File: src/rtl/mem_port_arbiter.sv
// Arbitrates a single-port unified memory between instruction fetch (I) and data load/store (D).
// Define ARB_STARVE_GUARD_EN to bound how many consecutive D grants may pass a waiting I request.
module mem_port_arbiter #(
    parameter int ADDR_W     = 16,
    parameter int DATA_W     = 32,
    parameter int MEM_LAT    = 1,
    parameter int STARVE_MAX = 4
) (
    input  logic              clk,
    input  logic              rst,
    input  logic              i_req,
    input  logic [ADDR_W-1:0] i_addr,
    output logic              i_gnt,
    output logic              i_rvalid,
    output logic [DATA_W-1:0] i_rdata,
    input  logic              d_req,
    input  logic              d_we,
    input  logic [ADDR_W-1:0] d_addr,
    input  logic [DATA_W-1:0] d_wdata,
    output logic              d_gnt,
    output logic              d_rvalid,
    output logic [DATA_W-1:0] d_rdata,
    output logic              m_en,
    output logic              m_we,
    output logic [ADDR_W-1:0] m_addr,
    output logic [DATA_W-1:0] m_wdata,
    input  logic [DATA_W-1:0] m_rdata,
    output logic              busy
);

    localparam int LAT_W = (MEM_LAT > 1) ? $clog2(MEM_LAT) : 1;
    localparam logic [LAT_W-1:0] LAT_INIT = LAT_W'(MEM_LAT - 1);

    typedef enum logic [1:0] {IDLE, WAIT, RESP} state_t;

    state_t            state_q, state_d;
    logic [LAT_W-1:0]  latCnt_q, latCnt_d;
    logic              ownerD_q, ownerD_d;
    logic              ownerWe_q, ownerWe_d;
    logic [DATA_W-1:0] iRdata_q, iRdata_d;
    logic [DATA_W-1:0] dRdata_q, dRdata_d;
    logic              canArb;
    logic              dWin;
    logic              iWin;

    // Grants are suppressed while reset is held so every output reads zero during reset.
    assign canArb = !rst && ((state_q == IDLE) || (state_q == RESP));

`ifdef ARB_STARVE_GUARD_EN
    localparam int STARVE_W = $clog2(STARVE_MAX + 1);

    logic [STARVE_W-1:0] starveCnt_q, starveCnt_d;
    logic                forceI;

    assign forceI = i_req && (starveCnt_q == STARVE_W'(STARVE_MAX));
    assign dWin   = canArb && d_req && !forceI;

    always_comb begin
        starveCnt_d = starveCnt_q;
        if (!i_req || i_gnt) begin
            starveCnt_d = '0;
        end else if (d_gnt) begin
            starveCnt_d = starveCnt_q + 1'b1;
        end
    end

    always_ff @(posedge clk or posedge rst) begin
        if (rst) begin
            starveCnt_q <= '0;
        end else begin
            starveCnt_q <= starveCnt_d;
        end
    end
`else
    assign dWin = canArb && d_req;
`endif

    assign iWin = canArb && i_req && !dWin;

    always_comb begin
        state_d   = state_q;
        latCnt_d  = latCnt_q;
        ownerD_d  = ownerD_q;
        ownerWe_d = ownerWe_q;
        iRdata_d  = iRdata_q;
        dRdata_d  = dRdata_q;
        i_gnt     = 1'b0;
        d_gnt     = 1'b0;
        m_en      = 1'b0;
        m_we      = 1'b0;
        m_addr    = '0;
        m_wdata   = '0;

        case (state_q)
            IDLE, RESP: begin
                state_d = IDLE;
                if (dWin) begin
                    d_gnt     = 1'b1;
                    m_en      = 1'b1;
                    m_we      = d_we;
                    m_addr    = d_addr;
                    m_wdata   = d_wdata;
                    ownerD_d  = 1'b1;
                    ownerWe_d = d_we;
                    latCnt_d  = LAT_INIT;
                    state_d   = WAIT;
                end else if (iWin) begin
                    i_gnt     = 1'b1;
                    m_en      = 1'b1;
                    m_addr    = i_addr;
                    ownerD_d  = 1'b0;
                    ownerWe_d = 1'b0;
                    latCnt_d  = LAT_INIT;
                    state_d   = WAIT;
                end
            end
            WAIT: begin
                // A store leaves d_rdata holding the most recent load result.
                if (latCnt_q == '0) begin
                    if (ownerD_q) begin
                        if (!ownerWe_q) begin
                            dRdata_d = m_rdata;
                        end
                    end else begin
                        iRdata_d = m_rdata;
                    end
                    state_d = RESP;
                end else begin
                    latCnt_d = latCnt_q - 1'b1;
                end
            end
            default: begin
                state_d = IDLE;
            end
        endcase
    end

    always_ff @(posedge clk or posedge rst) begin
        if (rst) begin
            state_q   <= IDLE;
            latCnt_q  <= '0;
            ownerD_q  <= 1'b0;
            ownerWe_q <= 1'b0;
            iRdata_q  <= '0;
            dRdata_q  <= '0;
        end else begin
            state_q   <= state_d;
            latCnt_q  <= latCnt_d;
            ownerD_q  <= ownerD_d;
            ownerWe_q <= ownerWe_d;
            iRdata_q  <= iRdata_d;
            dRdata_q  <= dRdata_d;
        end
    end

    assign i_rvalid = (state_q == RESP) && !ownerD_q;
    assign d_rvalid = (state_q == RESP) && ownerD_q;
    assign i_rdata  = iRdata_q;
    assign d_rdata  = dRdata_q;
    assign busy     = (state_q != IDLE);

endmodule
File: config.mk
export PLATFORM = sky130hd
export DESIGN_NAME = mem_port_arbiter
export DESIGN_NICKNAME = d
export VERILOG_FILES = /design/src/rtl/mem_port_arbiter.sv
export SDC_FILE = /design/constraint.sdc
export NUM_CORES = 1
export LEC_CHECK = 0
export ABC_AREA = 1
export CAP_MARGIN = 20
export CORE_ASPECT_RATIO = 0.6
export CORE_MARGIN = 10
export CORE_UTILIZATION = 40
export CTS_BUF_LIST = sky130_fd_sc_hd__clkbuf_4 sky130_fd_sc_hd__clkbuf_8
export DETAILED_ROUTE_END_ITERATION = 7
export PLACE_DENSITY = 0.92
export SLEW_MARGIN = 20
export SYNTH_ARGS = -nofsm -noshare
export SYNTH_HDL_FRONTEND = slang
export SYNTH_SLANG_ARGS = --single-unit
File: constraint.sdc
create_clock -name clk -period 2.8 [get_ports clk]
set_input_delay 0.28 -clock clk [delete_from_list [all_inputs] [get_ports clk]]
set_output_delay 0.28 -clock clk [all_outputs]
set_load 0.02 [all_outputs]
## Word level (Yosys, flattened, before mapping)

Cells that the tools add are included.
Widths: inputs -> output; s select.

- Bits in registers: 69
- Input bits: 101
- Output and inout port bits: 119
- Logic and storage cells: 57

- Add/subtract/negate cells: 1
- Eq/ne operators: 4
- Mux-type cells: 24
- Bitwise logic cells: 3
- Reduce and logical (&&, ||, !) cells: 19

Operators with widths:

| operator | count |
|---|---|
| $mux 32 | 2 |
| $mux 16 | 3 |
| $mux 1 | 16 |
| $logic_and 1x1->1 | 6 |
| $reduce_bool 2->1 | 3 |
| $pmux 2 s2 | 1 |
| $reduce_and 2->1 | 2 |
| $reduce_and 4->1 | 1 |
| $logic_not 1->1 | 3 |
| $ne 3x3->1 const B | 1 |
| $not 1->1 | 3 |
| $reduce_and 3->1 | 1 |
| $eq 2x1->1 const B | 1 |
| $eq 2x2->1 const B | 1 |
| $logic_not 2->1 | 1 |
| $mux 2 | 1 |
| $ne 2x2->1 const B | 1 |
| $pmux 1 s2 | 1 |
| $reduce_or 2->1 | 1 |
| $logic_or 1x1->1 | 1 |
| $sub 1x1->1 const B | 1 |

## Logic depth before layout (Yosys ltp)

Gate-level depths: netlist of the first run.

- Depth after elaboration: 9
- Mapped depth: 6
- Gate-level depth less buffers: 5

## Least setup slack after synthesis of the first run

No wires, ideal clock.

- Path type: register to output
- From: register state_q[0]
- To: output m_wdata[10]
- Arrival: 1.218 ns
- Slack: 1.302 ns
- Stages on the path, launching flop included: 5
- Buffers on the path: 1
- Path through: dfrtp_1 -> nor2_4 -> nand2_1 -> buf_2 -> nor2_1

- Word-level cells in the longest chain between the ends: 6
- Elaborated cells between the ends (all ways): 8
- Those cells by class: eq/ne: 1; mux: 2; reduce/logical: 5

Ends and longest elaborated chain:

| what | line | text |
|---|---|---|
| start, declared | 36 | `state_t state_q, state_d;` |
| start signal, assigned | 147 | `state_q <= state_d;` |
| $eq 2x2->1 or $logic_not 2->1 (tied branches) | 47, 94 |  |
| $logic_or 1x1->1 | 47 | `assign canArb = !rst && ((state_q == IDLE) \|\| (state_q == RESP));` |
| $logic_and 1x1->1 | 47 |  |
| $logic_and 1x1->1 | 75 | `assign dWin = canArb && d_req;` |
| $mux 32 | 97 | `if (dWin) begin` |
| $mux 32 (*) | 94 | `case (state_q)` |
| end, declared | 26 | `output logic [DATA_W-1:0] m_wdata,` |

Every way passes the cells marked *; elsewhere a longest branch is shown, timed or not.

## Worst setup path in the final report of the first run

- From: register state_q[0]
- To: output m_en

- Word-level cells in the longest chain between the ends: 9
- Elaborated cells between the ends (all ways): 12
- Those cells by class: eq/ne: 1; mux: 3; reduce/logical: 8

Ends and longest elaborated chain:

| what | line | text |
|---|---|---|
| $eq 2x2->1 or $logic_not 2->1 (tied branches) | 47, 94 |  |
| $logic_or 1x1->1 | 47 |  |
| $logic_and 1x1->1 | 47 |  |
| $logic_and 1x1->1 | 75 |  |
| $logic_not 1->1 | 78 | `assign iWin = canArb && i_req && !dWin;` |
| $logic_and 1x1->1 | 78 |  |
| $mux 1 | 107 | `end else if (iWin) begin` |
| $mux 1 | 97 |  |
| $mux 1 (*) | 94 |  |
| end, declared | 23 | `output logic m_en,` |

Marked as above.

==> results.cfg, run 1 <==
[timing]
rsz0062_at_grt = no
worst_pin_slew_ps = 692
fin_setup_tns_ps = 0
drv_slew = 0
fin_crit_ps = 2480
timing.fmax_mhz = 404
finalHoldViolations = 0
fin_skew_ps = 5.47
slew-limit-headroom_pct = 53.7
setup_viol = 0
finalCritPeriodShare_pct = 88.4

[route]
routed_wl_mm = 13.9
drtAntennaViolNets = 0
drt_first_pass_iters = 4
drc = 0
post_drt_via_cell_ratio = 4.84
route.vias.total = 3619
drt_iter0_drc = 192
wl_per_cell_um = 18.5

[cells_and_area]
num_antenna_cells = 0
layout_commonest_cell = clkdlybuf4s50_1
final_nets = 738
syn_to_final_growth_pct = 72.9
drive_above_1_share_pct = 4.84
layout_common_cells = 219 x clkdlybuf4s50_1, 184 x nand2_1, 68 x dfrtp_1, 49 x nand3_1, 37 x inv_1

[min_path]
worstHoldPathType = input port to async pin

[die]
die_w_um = 137
core_mm2 = 0.00791
die_h_um = 90.2
initial_core_util_pct = 41.5
dieArea_mm2 = 0.0123
ioPinCount = 220
row_count = 25

[setup_path]
worstPathMaxFanout = 35
cp_top_family = buffers and inverters
slowest_stage = clkdlybuf4s50_1
crit_type = flip-flop to output port
cpPeakStageDelay_ps = 630
cp.buffers_inverters = 3
worstPathArrival_ps = 2200
worst_setup_path_start_kind = flip-flop
r2r_setup_slack_ps = 1070
worstPathRequired_ps = 2520
path_cells = nor2_4 > buf_4 > o21ai_0 > inv_1 > clkdlybuf4s50_1
crit_path_end_kind = output port

[global_routing]
grt_pass1_vias = 3729
grt_pass1_wl_mm = 21.3
gr-usage-all-layers_pct = 22.2
antenna_found_initial = 0
gr-total-overflow = 0
grt_max_degree = 45

[synthesis]
yosysSeqAreaShare_pct = 51.8
synth_area_mm2 = 0.00328
synthesis.instances = 426
yosysWarnings = 0
yosysTopAreaCell = dfrtp_1
synth_top_area_share_pct = 51.8
synth-seq-cells = 68
synth_cell_types = 18
syn_nets = 527
syn_area_per_cell_um2 = 7.70
synth.top_cells.by_area = dfrtp_1 52%, nand2_1 21%, nand3_1 7.5%, inv_1 4.3%, nor2_1 3.8%

[clocking]
cts_sinks = 68
holdBufCountCts = 0
post_cts_buffers = 0
clk_pin_slew_worst_paths_ps = 70
worstSkewPairLatency_ps = 340
cts-buffers-inserted = 9
cts_max_level = 3
cts-root-buf = clkbuf_8
cts_buffer_depth = 2
cts_tree = built
ctsResizeCount = 0

[pwr]
p_total_mw = 4.28
powerDensity_mw_per_mm2 = 755
ir_drop_uv = 566
power_leakage_nw = 2.82

[placement]
gp_congestion = 0.966
portBuffers = 219
dpl.hpwl_mm = 10.9

[outcome]
status = completed

[flow_run]
maxCapViolCount = 0
cells by family after synthesis:
group,Yosys count,synth area share [%]
and+or+nand+nor,290,37.8
DFF,68,51.8
buffers and inverters,67,10.2
AOI/OAI and AO/OA,1,0.152
worst register-to-register path: stages (launching register included):
cell and delay [ps]:
dfrtp_1 480, inv_2 110, nor2_8 420, nand2_4 370, nand2_1 180, nand2_1 70
layout make-up:
class,count,area (µm²)
Multi-Input combinational cell,291,1250
Fill cell,593,2240
Clock inverter,3,40.0
Timing Repair Buffer,226,2260
Tap cell,108,135
Clock buffer,11,139
Sequential cell,68,1700
Inverter,41,154
cell usage after synthesis:
cell type and instances:
dfrtp_1 68, nor2_2 1, buf_4 6, clkbuf_1 1, nor2_8 1, buf_6 6
nand2_1 184, nand2_4 2, buf_1 1, nand3_1 49, nand4_1 16, inv_2 3
nor2_1 33, nor2_4 2, buf_2 12, inv_1 38, o21ai_0 1, nor3_1 2
metrics by stage:
stage	hold WS [ps]	instances	instance area, µm²	utilization (%)	setup WS, ps
2_1_floorplan	390	426	3280	-	808
3_3_place_gp	454	734	5490	69.4	444
3_5_place_dp	458	734	5490	69.4	379
4_1_cts	404	748	5670	71.7	301
5_1_grt	451	748	5670	71.7	183
6_report	404	748	5670	71.7	324
registers in the layout, indices dropped and copies added (netlist names):
signal     cells
ownerD_q       1
i_rdata       32
ownerWe_q      1
d_rdata       32
state_q        2
path summary, 6_finish.rpt:
kind | from | endpoint | cells after the start
max | state_q[0] | m_en | 5
min | rst | i_rdata[30] | 2
max reg2reg | state_q[0] | i_rdata[4] | 5
min reg2reg | d_rdata[28] | d_rdata[28] | 2
max in group asynchronous | rst | d_rdata[13] | 3
min in group clk | d_rdata[28] | d_rdata[28] | 2
report_power, final:
group,internal (mW),total (mW),switching [mW]
Combinational,0.921,1.97,1.05
Clock,0.418,0.767,0.348
Sequential,1.33,1.54,0.214
metal layers:
metal / global-route usage, % / vias to the layer above / part of all wire, %
met1: 25.1 / 1706 / 39
li1: - / 1733 / -
met2: 35.7 / 159 / 48
met4: 6.47 / 0 / 1.7
met3: 11.6 / 21 / 11
met5: 0 / - / 0
Power figures use the tool's default switching activity.
==> run 2, diff against run 1 <==
--- a/config.mk
+++ b/config.mk
@@ -6,7 +6,7 @@
 export NUM_CORES = 1
 export LEC_CHECK = 0
 export ABC_AREA = 1
-export CAP_MARGIN = 20
+export CAP_MARGIN = 30
 export CORE_ASPECT_RATIO = 0.6
 export CORE_MARGIN = 10
 export CORE_UTILIZATION = 40
==> results of run 2 <==
Same layout as run 1: the final DEF is identical, and so are final timing and power.
